**src/rtl/mpc_mem_pkg.sv**
```systemverilog
// Shared encodings and helpers for the load/store stage.
package mpc_mem_pkg;

  // Access size encodings carried on iSize.
  localparam logic [1:0] SIZE_BYTE = 2'b00;
  localparam logic [1:0] SIZE_HALF = 2'b01;
  localparam logic [1:0] SIZE_WORD = 2'b10;

  // Width of the ack timeout counter.
  localparam int TO_CNT_W = 8;

  // Access state machine encodings.
  typedef enum logic [0:0] {
    MAU_IDLE = 1'b0,
    MAU_REQ  = 1'b1
  } mau_state_e;

  // True when the access cannot be issued at this byte offset.
  // The reserved size encoding is always treated as misaligned.
  function automatic logic is_misaligned(input logic [1:0] size, input logic [1:0] off);
    logic mis;
    case (size)
      SIZE_BYTE: mis = 1'b0;
      SIZE_HALF: mis = off[0];
      SIZE_WORD: mis = (off != 2'b00);
      default:   mis = 1'b1;
    endcase
    return mis;
  endfunction

endpackage

```
**src/rtl/mem_lane_align.sv**
```systemverilog
// Byte-lane steering: store byte enables / lane replication and
// load lane extraction with sign or zero extension.
module mem_lane_align
  import mpc_mem_pkg::*;
(
  input  logic [1:0]  i_st_size,
  input  logic [1:0]  i_st_off,
  input  logic [31:0] i_st_data,
  output logic [3:0]  o_be,
  output logic [31:0] o_wdata,
  input  logic [1:0]  i_ld_size,
  input  logic [1:0]  i_ld_off,
  input  logic        i_ld_sext,
  input  logic [31:0] i_ld_rdata,
  output logic [31:0] o_ld_data
);

  logic [31:0] w_shift;
  logic [7:0]  w_byte;
  logic [15:0] w_half;

  // Store side: byte enables and replicated write data for the addressed lanes.
  always_comb begin
    o_be    = 4'b0000;
    o_wdata = 32'h0000_0000;
    case (i_st_size)
      SIZE_BYTE: begin
        o_be    = 4'b0001 << i_st_off;
        o_wdata = {4{i_st_data[7:0]}};
      end
      SIZE_HALF: begin
        o_be    = i_st_off[1] ? 4'b1100 : 4'b0011;
        o_wdata = {2{i_st_data[15:0]}};
      end
      SIZE_WORD: begin
        o_be    = 4'b1111;
        o_wdata = i_st_data;
      end
      default: begin
        o_be    = 4'b0000;
        o_wdata = 32'h0000_0000;
      end
    endcase
  end

  // Load side: pick the addressed lane from the read word and extend it.
  always_comb begin
    w_shift   = i_ld_rdata >> {i_ld_off, 3'b000};
    w_byte    = w_shift[7:0];
    w_half    = i_ld_off[1] ? i_ld_rdata[31:16] : i_ld_rdata[15:0];
    o_ld_data = i_ld_rdata;
    case (i_ld_size)
      SIZE_BYTE: begin
        if (i_ld_sext) begin
          o_ld_data = {{24{w_byte[7]}}, w_byte};
        end else begin
          o_ld_data = {24'h00_0000, w_byte};
        end
      end
      SIZE_HALF: begin
        if (i_ld_sext) begin
          o_ld_data = {{16{w_half[15]}}, w_half};
        end else begin
          o_ld_data = {16'h0000, w_half};
        end
      end
      default: o_ld_data = i_ld_rdata;
    endcase
  end

endmodule

```
**src/rtl/mem_access_unit.sv**
```systemverilog
// Load/store stage: issues data-memory accesses over req/ack, checks
// alignment and ack timeout, and emits one writeback record per instruction.
module mem_access_unit
  import mpc_mem_pkg::*;
#(
  parameter int DATA_WIDTH     = 32,
  parameter int ADDR_WIDTH     = 32,
  parameter int REG_ADDR_WIDTH = 5,
  parameter int TIMEOUT        = 255
) (
  input  logic                      clk,
  input  logic                      resetn,
  input  logic                      iValid,
  input  logic [DATA_WIDTH-1:0]     iALUOut,
  input  logic [DATA_WIDTH-1:0]     iStoreData,
  input  logic [REG_ADDR_WIDTH-1:0] iRd,
  input  logic                      iRegWr,
  input  logic                      iMemRd,
  input  logic                      iMemWr,
  input  logic [1:0]                iSize,
  input  logic                      iSignExt,
  output logic                      oBusy,
  output logic                      oDmemReq,
  output logic                      oDmemWe,
  output logic [ADDR_WIDTH-1:0]     oDmemAddr,
  output logic [3:0]                oDmemBe,
  output logic [DATA_WIDTH-1:0]     oDmemWData,
  input  logic                      iDmemAck,
  input  logic [DATA_WIDTH-1:0]     iDmemRData,
  output logic                      oWbValid,
  output logic                      oWbRegWr,
  output logic [REG_ADDR_WIDTH-1:0] oWbRd,
  output logic [DATA_WIDTH-1:0]     oWbData,
  output logic                      oAlignErr,
  output logic                      oBusErr
);

  mau_state_e r_state, w_next;

  logic [TO_CNT_W-1:0]       r_cnt;
  logic                      r_req, r_we, r_is_load, r_sext, r_regwr;
  logic [ADDR_WIDTH-1:0]     r_addr;
  logic [3:0]                r_be;
  logic [DATA_WIDTH-1:0]     r_wdata;
  logic [REG_ADDR_WIDTH-1:0] r_rd;
  logic [1:0]                r_size, r_off;
  logic                      r_wb_valid, r_wb_regwr, r_align_err, r_bus_err;
  logic [REG_ADDR_WIDTH-1:0] r_wb_rd;
  logic [DATA_WIDTH-1:0]     r_wb_data;

  logic                      w_accept, w_mem, w_mis, w_timeout;
  logic [3:0]                w_be;
  logic [31:0]               w_wdata, w_ld_data;

  assign w_accept  = iValid && (r_state == MAU_IDLE);
  assign w_mem     = iMemRd || iMemWr;
  assign w_mis     = is_misaligned(iSize, iALUOut[1:0]);
  // The error fires on the cycle the counter sits at TIMEOUT with no ack,
  // so an ack arriving in that same cycle still retires normally.
  assign w_timeout = (r_cnt == TO_CNT_W'(TIMEOUT));

  mem_lane_align u_lane (
    .i_st_size  (iSize),
    .i_st_off   (iALUOut[1:0]),
    .i_st_data  (iStoreData),
    .o_be       (w_be),
    .o_wdata    (w_wdata),
    .i_ld_size  (r_size),
    .i_ld_off   (r_off),
    .i_ld_sext  (r_sext),
    .i_ld_rdata (iDmemRData),
    .o_ld_data  (w_ld_data)
  );

  // State register; reset drops any in-flight access immediately.
  always_ff @(posedge clk or negedge resetn) begin
    if (!resetn) begin
      r_state <= MAU_IDLE;
    end else begin
      r_state <= w_next;
    end
  end

  // Next-state: enter REQ on an aligned memory op, leave on ack or timeout.
  always_comb begin
    w_next = r_state;
    case (r_state)
      MAU_IDLE: begin
        if (w_accept && w_mem && !w_mis) begin
          w_next = MAU_REQ;
        end else begin
          w_next = MAU_IDLE;
        end
      end
      MAU_REQ: begin
        if (iDmemAck || w_timeout) begin
          w_next = MAU_IDLE;
        end else begin
          w_next = MAU_REQ;
        end
      end
      default: w_next = MAU_IDLE;
    endcase
  end

  // Stall upstream for the whole time an access is outstanding.
  always_comb begin
    oBusy = (r_state == MAU_REQ);
  end

  // Datapath: operand capture, bus request, timeout counter, writeback record.
  always_ff @(posedge clk or negedge resetn) begin
    if (!resetn) begin
      r_cnt       <= '0;
      r_req       <= 1'b0;
      r_we        <= 1'b0;
      r_is_load   <= 1'b0;
      r_sext      <= 1'b0;
      r_regwr     <= 1'b0;
      r_addr      <= '0;
      r_be        <= 4'b0000;
      r_wdata     <= '0;
      r_rd        <= '0;
      r_size      <= 2'b00;
      r_off       <= 2'b00;
      r_wb_valid  <= 1'b0;
      r_wb_regwr  <= 1'b0;
      r_wb_rd     <= '0;
      r_wb_data   <= '0;
      r_align_err <= 1'b0;
      r_bus_err   <= 1'b0;
    end else begin
      r_wb_valid  <= 1'b0;
      r_align_err <= 1'b0;
      r_bus_err   <= 1'b0;
      r_wb_regwr  <= 1'b0;
      case (r_state)
        MAU_IDLE: begin
          if (w_accept) begin
            if (!w_mem) begin
              r_wb_valid <= 1'b1;
              r_wb_data  <= iALUOut;
              r_wb_rd    <= iRd;
              r_wb_regwr <= iRegWr && (iRd != '0);
            end else if (w_mis) begin
              r_wb_valid  <= 1'b1;
              r_align_err <= 1'b1;
              r_wb_data   <= iALUOut;
              r_wb_rd     <= iRd;
            end else begin
              r_req     <= 1'b1;
              r_we      <= iMemWr;
              r_addr    <= {iALUOut[ADDR_WIDTH-1:2], 2'b00};
              r_be      <= w_be;
              r_wdata   <= w_wdata;
              r_rd      <= iRd;
              r_regwr   <= iRegWr;
              r_is_load <= !iMemWr;
              r_sext    <= iSignExt;
              r_size    <= iSize;
              r_off     <= iALUOut[1:0];
              r_cnt     <= '0;
            end
          end
        end
        MAU_REQ: begin
          if (iDmemAck) begin
            r_req      <= 1'b0;
            r_cnt      <= '0;
            r_wb_valid <= 1'b1;
            r_wb_rd    <= r_rd;
            if (r_is_load) begin
              r_wb_data  <= w_ld_data;
              r_wb_regwr <= r_regwr && (r_rd != '0);
            end
          end else if (w_timeout) begin
            r_req      <= 1'b0;
            r_cnt      <= '0;
            r_wb_valid <= 1'b1;
            r_bus_err  <= 1'b1;
            r_wb_rd    <= r_rd;
          end else begin
            r_cnt <= r_cnt + 1'b1;
          end
        end
        default: begin
          r_req <= 1'b0;
          r_cnt <= '0;
        end
      endcase
    end
  end

  assign oDmemReq   = r_req;
  assign oDmemWe    = r_we;
  assign oDmemAddr  = r_addr;
  assign oDmemBe    = r_be;
  assign oDmemWData = r_wdata;
  assign oWbValid   = r_wb_valid;
  assign oWbRegWr   = r_wb_regwr;
  assign oWbRd      = r_wb_rd;
  assign oWbData    = r_wb_data;
  assign oAlignErr  = r_align_err;
  assign oBusErr    = r_bus_err;

endmodule
```
**config.mk**
```make
export PLATFORM = sky130hd
export DESIGN_NAME = mem_access_unit
export DESIGN_NICKNAME = d
export VERILOG_FILES = /design/src/rtl/mpc_mem_pkg.sv /design/src/rtl/mem_lane_align.sv /design/src/rtl/mem_access_unit.sv
export SDC_FILE = /design/constraint.sdc
export NUM_CORES = 1
export LEC_CHECK = 0
export ABC_AREA = 1
export CORE_ASPECT_RATIO = 0.75
export CORE_MARGIN = 1.5
export CORE_UTILIZATION = 31
export CTS_BUF_LIST = sky130_fd_sc_hd__clkbuf_16
export DETAILED_ROUTE_END_ITERATION = 7
export DONT_BUFFER_PORTS = 1
export HOLD_SLACK_MARGIN = 0.05
export PLACE_DENSITY = 0.47
export SETUP_SLACK_MARGIN = 0.4
export SYNTH_ARGS = -nofsm -noshare
export SYNTH_HDL_FRONTEND = slang
export SYNTH_HIERARCHICAL = 1
export SYNTH_SLANG_ARGS = --single-unit
```
**constraint.sdc**
```tcl
create_clock -name clk -period 2.95 [get_ports clk]
set_clock_uncertainty 0.05 [all_clocks]
set_input_delay 0.59 -clock clk [delete_from_list [all_inputs] [get_ports clk]]
set_output_delay 0.59 -clock clk [all_outputs]
set_load 0.02 [all_outputs]
```
== After elaboration in Yosys (flattened, before gate mapping) ==
Cells that the tools add are included.
W data, S select, Z words.

* Register bits after elaboration: 130
* Input bits: 111
* Logic and storage cells: 105
* Output and inout port bits: 112

* Add/subtract/negate cells: 1
* Muxes and demuxes: 51
* Bitwise gates (word level): 2
* Shift operators: 2
* Reductions and logical operators: 19
* Eq/ne operators: 11

{| class="wikitable"
|+ Operators with widths
! kind !! count
|-
| $mux W32 || 7
|-
| $pmux W32 S2 || 2
|-
| $pmux W32 S3 || 1
|-
| $mux W8 || 5
|-
| $shr A32 B5 Y8 || 1
|-
| $mux W5 || 5
|-
| $mux W1 || 21
|-
| $mux W16 || 1
|-
| $pmux W8 S2 || 1
|-
| $pmux W4 S3 || 1
|-
| $reduce_and A4 Y1 || 3
|-
| $pmux W5 S2 || 1
|-
| $reduce_bool A5 Y1 || 2
|-
| $add A8 B1 Y8 const B || 1
|-
| $eq A8 B8 Y1 const B || 1
|-
| $ne A2 B2 Y1 const B || 4
|-
| $pmux W1 S2 || 4
|-
| $reduce_and A3 Y1 || 2
|-
| $logic_and A1 B1 Y1 || 5
|-
| $eq A2 B1 Y1 const B || 2
|-
| $logic_not A2 Y1 || 2
|-
| $mux W4 || 1
|-
| $shl A1 B2 Y4 const A || 1
|-
| $ne A3 B2 Y1 const B || 1
|-
| 8 further kinds || 11
|}

== Longest topological paths before layout ==
Gate-level depths: netlist (run 1).

* Depth in word-level cells: 6
* Gate-level depth with buffers: 11
* Mapped depth without buffers: 9

== By module ==
The synthesis (run 1) kept the hierarchy.

{| class="wikitable"
|+ By module, submodules not included
! module !! times used !! seq. area each (um^2) !! area each (um^2) !! cells each
|-
| mem_access_unit || 1 || 3253.1 || 5579.1 || 631
|-
| mem_lane_align || 1 || 0.0 || 1352.5 || 253
|}

== Worst setup path before layout (run 1) ==
OpenSTA, ideal clock, no wires.

* Kind: in2reg
* Start point: input iALUOut[1]
* End point: register r_wdata[0], in the netlist oDmemWData[0]
* Setup time: 0.117 ns
* Stages on the path: 10
* Slack: 1.371 ns
* Data required time: 2.783 ns
* Data arrival time: 1.412 ns
* Cells stage by stage: nor2_1 > nand2_1 > nand2_2 > nand2_1 > nand2_4 > nand2_4 > buf_6 > buf_6 > nand2_2 > nand2_1

* Word-level cells in the longest chain between the ends: 4

{| class="wikitable"
|+ RTL lines
! item !! line !! text
|-
| from (decl) || mem_access_unit.sv:14 || <nowiki>input logic [DATA_WIDTH-1:0] iALUOut,</nowiki>
|-
| $reduce_bool A2 Y1 || mpc_mem_pkg.sv:25 || <nowiki>SIZE_WORD: mis = (off != 2'b00);</nowiki>
|-
| $pmux W1 S3 || mpc_mem_pkg.sv:22 || <nowiki>case (size)</nowiki>
|-
| $not A1 Y1 (no line) || - ||
|-
| $reduce_and A4 Y1 (no line) || - ||
|-
| to (signal assigned) || mem_access_unit.sv:155 || <nowiki>r_wdata <= w_wdata;</nowiki>
|-
| to (decl) || mem_access_unit.sv:44 || <nowiki>logic [DATA_WIDTH-1:0] r_wdata;</nowiki>
|}

No other way between the ends.
A chain may end at the register's enable or synchronous reset.

== Worst setup path in the final report (run 1) ==
* Start point: register r_off[1]
* End point: register r_wb_data[9], in the netlist oWbData[9]

* Word-level cells in the longest chain between the ends: 6
* Elaborated cells on any way between the ends: 8
* Classes of those cells: shift: 1; mux: 7

{| class="wikitable"
|+ RTL lines
! item !! line !! text
|-
| from (decl) || mem_access_unit.sv:46 || <nowiki>logic [1:0] r_size, r_off;</nowiki>
|-
| from (signal assigned) || mem_access_unit.sv:161 || <nowiki>r_off <= iALUOut[1:0];</nowiki>
|-
| $shr A32 B5 Y8 / $mux W16 (equally long branches) || mem_lane_align.sv:48, mem_lane_align.sv:50 ||
|-
| $mux W32, on equally long branches || mem_lane_align.sv:54, mem_lane_align.sv:61 ||
|-
| $pmux W32 S2 * || mem_lane_align.sv:52 || <nowiki>case (i_ld_size)</nowiki>
|-
| named net w_ld_data[9] || mem_access_unit.sv:53 || <nowiki>logic [31:0] w_wdata, w_ld_data;</nowiki>
|-
| $mux W32 * || mem_access_unit.sv:172 || <nowiki>if (r_is_load) begin</nowiki>
|-
| $mux W32 * || mem_access_unit.sv:167 || <nowiki>if (iDmemAck) begin</nowiki>
|-
| $pmux W32 S2 * || mem_access_unit.sv:137 || <nowiki>case (r_state)</nowiki>
|-
| to (signal assigned) || mem_access_unit.sv:142 || <nowiki>r_wb_data <= iALUOut;</nowiki>
|-
| to (signal assigned) || mem_access_unit.sv:148 || <nowiki>r_wb_data <= iALUOut;</nowiki>
|-
| to (signal assigned) || mem_access_unit.sv:173 || <nowiki>r_wb_data <= w_ld_data;</nowiki>
|-
| to (decl) || mem_access_unit.sv:49 || <nowiki>logic [DATA_WIDTH-1:0] r_wb_data;</nowiki>
|}

Mark *: on every way through the listed nets, which the timed path passes. The rest lies on a longest branch. The select of a mux whose other input is x is not followed.

==> summary.txt, run 1 <==
Run status
  – Outcome: finished with violations
  – Failing checks: negative hold slack

Finish
  – Commonest non-fill, non-tap cells in the layout: 340 x nand2_1, 130 x dfrtp_1, 84 x nand3_1
  – Final instance area: approximately 7700 µm²
  – Antenna cells: 0
  – Area occupied by multi-input gates: 3140 µm²
  – FILL cells: roughly 2300
  – Area grow syn2layout: 10.7%
  – Reg area: around 3300 µm²
  – Share of layout cells above drive strength 1: a little under an eighth
  – Nets: 975
  – Commonest non-fill, non-tap cell in the layout: nand2_1
  – Layout Cells excl Fill: 1169

Drt
  – Routed Antenna Nets: 0
  – Vias: roughly 5600
  – WL/cell: between 15 and 20 µm
  – Via/cell ratio: slightly below 5
  – 1st-pass router iterations: 5
  – Total Wirelength: about 21 mm
  – DRT iter0 DRCs: around 350
  – DRC: 0

Yosys
  – Asr flop ratio synth: between 90% and 100%
  – Post-Synth XOR/XNOR Area: less than 1%
  – Register area share after synthesis: between 40% and 50%
  – Number of synthesized flops with an enable pin: 0
  – Mux contribution to synthesized area: under 10%
  – Warnings from Yosys: 6
  – Synth unique cells: 40
  – Synth top area share: between 40% and 50%
  – Adder-Cell Fraction of Synth Area: less than 1%
  – Synth Area in Compound Gates: between 8 and 9%
  – Main synth FF type: dfrtp_1
  – Combinational family with the most area after synthesis: simple AND/OR/NAND/NOR gates
  – Mean Syn Cell Area: 7.84 µm²
  – Post-synthesis simple-gate area fraction: between 30% and 40%
  – Largest area contributor in the netlist: dfrtp_1
  – Largest cells by area after synthesis: dfrtp_1 47%, nand2_1 18%, nand3_1 6.1%, o21ai_0 4.4%, nand3_2 3.0%
  – Mapped cell area: slightly below 7000 µm²
  – Yosys reg bits: between 100 and 150
  – Post-Syn Instances: between 800 and 900

Clock tree
  – Root buf cell: clkbuf_16
  – CTS max path bufs: 2
  – Clk_lat worst skew: between 400 and 500 ps
  – Clock Sinks: 130
  – CTS buffer count: 17
  – Post-CTS Repair Setup Buffers: 0
  – CTS tree: done
  – Worst-path clk slew: roughly 60 ps
  – H-tree levels: 4
  – Resize count post-CTS: 0

Power and ir drop
  – Internal power: about 5 mW
  – NetSw: 4.42 mW
  – Pwr Density: between 1000 and 1500 nW/µm²
  – Comb pwr share: between 30% and 40%
  – Sequential fraction of design power: ~43%
  – Leak Pwr: between 3 and 4 nW
  – Clk pwr share: between 20% and 30%
  – Net Sw Frac: 46.8%
  – Max VDD drop: between 600 and 700 µV

Critical path
  – Reg2Reg Depth: 9
  – Critical Path Source Type: register
  – CP required: 3190 ps
  – CP Capture Type: register
  – WS Path Type: register to register
  – WP data arrival: 2530 ps
  – Worst-path fanout max: 24
  – Reg2reg setup slack: 660 ps
  – Worst reg2reg startpoint: r_off[1]
  – Reg2Reg Capture Point: oWbData[9]

Global routing
  – GR Layer Usage met3: 6.35%
  – Gr usage total: about a fifth
  – Initial antenna violation count: 0
  – Largest net degree at the start of global routing: around 130
  – First-pass GRT wire length: around 33 mm
  – Vias in the first global route: between 5000 and 6000
  – Met1 Use GR: approximately 28%
  – Total gr overflow: 0
  – Grt met2 use: around a quarter
  – Global routing's busiest layer: met1

Floorplanning
  – Die area: approximately 23000 µm²
  – DIE WIDTH: between 150 and 200 µm
  – Core area: between 20000 and 25000 µm²
  – I/O pins: between 200 and 250
  – Initial Util: between 30% and 40%
  – Height of the die: between 100 and 150 µm
  – Row cnt: between 40 and 50

Place
  – Inst Count DP: 1138
  – Final HPWL DP: 14.9 mm
  – Placed cell area: 7060 µm²
  – IO Port Bufs: 0
  – GPL Wtd Cong: between 0.7 and 0.8

Timing
  – WHS: -182 ps
  – Worst relative slew slack: roughly half
  – Period utilization: between 70 and 80%
  – Worst-margin pin slew: around 770 ps
  – Final setup TNS: 0 ps
  – Fmax: ~0.44 GHz
  – Slew Viols, Final: 0
  – RSZ-0062 raised after global routing: false
  – Final setup viols: 0
  – Final hold vios: 130
  – Final period demand of the worst path: between 2000 and 2500 ps

Flow run
  – Maxcap violations: 0

Min path
  – Hold WC Path Type: primary input to async pin
-- cell families (layout without fill, tap and decap cells) --
family | Yosys count | after routing
flip-flops | 130 | 130
multiplexers | 14 | 14
AO/OA/AOI/OAI | 108 | 108
adder cells (fa/ha/maj) | 1 | 1
buffers and inverters | 102 | 92
AND/OR/NAND/NOR | 527 | 527
other | 1 | 2
XOR/XNOR | 1 | 1
-- through the flow --
step | util [%] | power (mW) | setup slack, ps | hold WS, ps
floorplan | - | 6.49 | 1370 | 244
finish | 34.9 | 9.45 | 661 | -182
global route | 34.9 | 10.2 | 466 | -212
detailed placement | 32.1 | 7.26 | 695 | 249
CTS | 34.9 | 9.58 | 674 | -208
global placement | 32.1 | 7.23 | 701 | 248
-- registers in the layout, summed over array words and instances (netlist names), 2 cells and up --
name	flops
oDmemBe	4
r_off	2
oWbData	32
r_rd	5
oDmemWData	32
oDmemAddr	30
r_cnt	8
oWbRd	5
r_size	2
-- worst max-delay path: stages, from the launching register on --
cell and delay, ps:
dfrtp_1 820, inv_8 150, nand2_4 110, nand2_4 60, nand2_2 80, nand2_2 70, nand2_4 290, nand3_1 220
o21ai_0 210, o21ai_1 90
-- power by group through the flow --
stage | combinational [mW] | sequential [mW] | clock, mW
CTS | 3.20 | 4.06 | 2.33
global route | 3.65 | 4.14 | 2.40
finish | 3.14 | 4.04 | 2.26
floorplan | 2.66 | 3.83 | 0
global placement | 3.14 | 4.09 | 0
detailed placement | 3.18 | 4.07 | 0
-- layer usage --
metal | part of all wire [%] | up-vias
li1 | - | 2803
met1 | 50 | 2632
met2 | 41 | 167
met3 | 8.7 | 14
met4 | 0.95 | 0
met5 | 0 | -
-- layout make-up --
cell class              count  share of cell area [%]
flip-flops and latches    130                    42.4
multi-input cells         653                    40.9
clock buffers              17                    5.54
well taps                 294                    4.79
inverters                  51                    2.62
clock inverters            14                    2.46
repair buffers             10                    1.30
-- how the worst max path moves through the flow --
stage / depth (start not counted) / end / slack, ps / start
2_1_floorplan: 10 / oDmemWData[0] / 1370 / iALUOut[1]
3_3_place_gp: 9 / oWbData[9] / 700 / r_off[1]
3_5_place_dp: 9 / oWbData[9] / 700 / r_off[1]
4_1_cts: 9 / oWbData[9] / 670 / r_off[1]
5_1_grt: 9 / oWbData[9] / 470 / r_off[1]
6_report: 9 / oWbData[9] / 660 / r_off[1]
-- synthesized netlist by cell type, types with 4 or more instances --
| library cell | number |
|---|---|
| o21ai_1 | 34 |
| nand3_2 | 21 |
| o21ai_0 | 61 |
| dfrtp_1 | 130 |
| mux2i_1 | 14 |
| o211ai_1 | 7 |
| nand3_1 | 84 |
| buf_6 | 8 |
| nand2_1 | 340 |
| nor2_1 | 24 |
| or2_0 | 6 |
| inv_1 | 46 |
| nand2_2 | 20 |
| nor2_2 | 5 |
| nand4_1 | 6 |
| nand2_4 | 5 |
| clkbuf_1 | 13 |
| buf_2 | 22 |
| buf_4 | 4 |
Note: power is estimated with default switching activity, not from simulation.
==> run 2, diff against run 1 <==
--- a/config.mk
+++ b/config.mk
@@ -5,7 +5,7 @@
 export SDC_FILE = /design/constraint.sdc
 export NUM_CORES = 1
 export LEC_CHECK = 0
-export ABC_AREA = 1
+export ABC_AREA = 0
 export CORE_ASPECT_RATIO = 0.75
 export CORE_MARGIN = 1.5
 export CORE_UTILIZATION = 31
==> constraint.sdc (replaced) <==
create_clock -name clk -period 2.25 [get_ports clk]
set_clock_uncertainty 0.05 [all_clocks]
set_input_delay 0.45 -clock clk [delete_from_list [all_inputs] [get_ports clk]]
set_output_delay 0.45 -clock clk [all_outputs]
set_load 0.02 [all_outputs]
==> run 2 against run 1 <==
Net effect:
- the flow still finishes with violations (negative hold slack)
- worst setup slack lost 340 ps
- synthesized cell count shrank 37%
- hold slack worse by 140 ps
- power shrank 7.4%
- global-route usage decreased by 2.5 points
- critical path depth shrank 4
- first-iteration DRC count down 0.85%
- non-clock buffer count up 9
- via count shrank 18%
==> summary.txt, run 2 <==
Floorplanning
  – Row cnt: 46
  – I/O pins: between 200 and 250
  – DIE WIDTH: approximately 170 µm
  – Height of the die: 130 µm
  – Core area: about 21000 µm²
  – Initial Util: around a third
  – Die area: roughly 22000 µm²

Clock tree
  – Clock Sinks: 130
  – Worst-path clk slew: 60 ps
  – CTS max path bufs: 2
  – H-tree levels: 4
  – Clk_lat worst skew: slightly above 400 ps
  – Root buf cell: clkbuf_16
  – CTS buffer count: 17
  – CTS tree: done

Timing
  – Final period demand of the worst path: around 1900 ps
  – Slew Viols, Final: 0
  – Worst-margin pin slew: between 500 and 600 ps
  – Final hold vios: 130
  – Final setup viols: 0
  – Final setup TNS: 0 ps
  – WHS: -323 ps
  – RSZ-0062 raised after global routing: true
  – Fmax: roughly 0.52 GHz
  – Period utilization: 85.7%
  – Worst relative slew slack: about two thirds

Drt
  – DRT iter0 DRCs: between 300 and 400
  – Routed Antenna Nets: 0
  – Via/cell ratio: between 5 and 6
  – DRC: 0
  – 1st-pass router iterations: 4
  – Total Wirelength: 18.6 mm
  – WL/cell: between 20 and 25 µm
  – Vias: ~4600

Critical path
  – WS Path Type: register to register
  – CP Capture Type: register
  – Critical Path Source Type: register
  – Worst-path fanout max: 8
  – CP required: around 2500 ps
  – WP data arrival: 2180 ps

Yosys
  – Largest cells by area after synthesis: dfrtp_1 49%, mux2_2 13%, o221a_2 5.2%, mux2i_1 4.1%, or2_2 2.8%
  – Register area share after synthesis: between 40% and 50%
  – Number of synthesized flops with an enable pin: 0
  – Mean Syn Cell Area: about 12 µm²
  – Synth top area share: 48.8%
  – Count leader, synth: dfrtp_1
  – Yosys reg bits: 130
  – Mapped cell area: 6660 µm²
  – Synth unique cells: 57
  – Largest area contributor in the netlist: dfrtp_1
  – Main synth FF type: dfrtp_1
  – Warnings from Yosys: 6
  – Post-Syn Instances: around 560
  – Most common library cells after synthesis: 130 x dfrtp_1, 74 x mux2_2, 31 x o221a_2
  – Asr flop ratio synth: 100%

Flow run
  – Maxcap violations: 0

Min path
  – Hold WC Path Type: primary input to async pin

Place
  – Final HPWL DP: 12.8 mm
  – GPL Wtd Cong: 0.860
  – IO Port Bufs: 0

Global routing
  – Gr usage total: between 10% and 20%
  – Vias in the first global route: 4641
  – Largest net degree at the start of global routing: roughly 130
  – First-pass GRT wire length: about 27 mm
  – Initial antenna violation count: 0
  – Total gr overflow: 0

Run status
  – Outcome: finished with violations
  – Failing checks: negative hold slack

Power and ir drop
  – Pwr Density: between 1000 and 1500 nW/µm²
  – Leak Pwr: about 3.3 nW
  – Max VDD drop: 391 µV

Finish
  – Commonest non-fill, non-tap cells in the layout: 129 x dfrtp_1, 74 x mux2_2, 30 x nand2_1, 30 x o21ai_0, 30 x o221a_2
  – Share of layout cells above drive strength 1: 36.6%
  – Antenna cells: 0
  – Area grow syn2layout: 15.2%
  – FILL cells: 2076
  – Nets: roughly 670
  – Commonest non-fill, non-tap cell in the layout: dfrtp_1
run 2: changes by cell type in the layout (fill, tap and decap cells not counted), sizes merged, moves of 14 or more:
cell / previous run / this run
nand2: 365 / 30
nand3: 106 / 2
mux2: 0 / 89
o21ai: 95 / 31
inv: 53 / 15
o221a: 0 / 32
or2: 9 / 31
nor2: 30 / 12
a21o: 0 / 14
run 2: kinds of logic (layout without fill, tap and decap cells):
kind of cell,Yosys count,after routing,share of synthesized area (%)
compound gates,140,140,17.2
flops,130,130,48.8
mux,117,117,19.4
simple gates,113,113,9.56
buf+inv,55,65,4.58
fa+ha+maj,1,1,0.188
other cells,1,2,0.0563
xor+xnor,1,1,0.132
run 2: worst paths after layout:
| kind | start | end | slack (ps) | cells past startpoint |
|---|---|---|---|---|
| hold reg to reg | r_regwr | r_regwr | 440 | 1 |
| setup / recovery | r_off[1] | oWbData[8] | 320 | 5 |
| min in group clk | iALUOut[6] | oDmemAddr[6] | 120 | 1 |
| max in group asynchronous | resetn | oDmemAddr[8] | 2220 | 0 |
| setup reg to reg | r_off[1] | oWbData[8] | 320 | 5 |
| hold / removal | resetn | oDmemWData[19] | -320 | 0 |
run 2: layout make-up:
class / instances / area, µm² / area share, %
flip-flops and latches: 130 / 3250 / 42.4
multi-input cells: 374 / 3190 / 41.6
clock buffers: 17 / 425 / 5.54
well taps: 288 / 360 / 4.70
repair buffers: 19 / 196 / 2.56
clock inverters: 15 / 193 / 2.51
inverters: 14 / 52.6 / 0.685
run 2: timing repair:
item | in CTS | in global routing
gates resized for setup | 9 | 14
endpoints found under the setup margin | 35 | 100
endpoints found under the hold margin | 130 | 130
pin swaps | 6 | 0
buffers inserted | 0 | 3
cloned | 0 | 1
run 2: power by group:
group          total [mW]  internal [mW]  switching (mW)
Clock                2.92           1.85            1.07
Sequential           4.15           2.95            1.20
Combinational        1.68          0.957           0.724
run 2: stage by stage:
step / utilization [%] / power, mW / instances / setup slack [ps] / area (µm²)
2_1_floorplan: - / 5.32 / 559 / 416 / 6680
6_report: 36.3 / 8.75 / 857 / 322 / 7670
3_3_place_gp: 32.8 / 5.73 / 821 / 219 / 6930
4_1_cts: 35.9 / 8.78 / 853 / 339 / 7580
5_1_grt: 36.3 / 9.17 / 857 / 300 / 7670
3_5_place_dp: 32.8 / 5.79 / 821 / 165 / 6930
run 2: critical path, stage by stage (launching register included):
cell     delay (ps)
dfrtp_1         400
mux4_2          520
nor4b_4         180
a221o_1         310
or2_4           240
o221a_4         110
run 2: metal layers:
metal / part of all wire (%) / vias to the layer above / routed length (µm) / global-route usage [%]
met5: 0 / - / 0 / 0
met4: 2.3 / 0 / 433 / 6.55
met3: 9.6 / 26 / 1790 / 6.28
met2: 43 / 179 / 8080 / 23.4
met1: 45 / 2339 / 8340 / 21.5
li1: - / 2066 / - / -
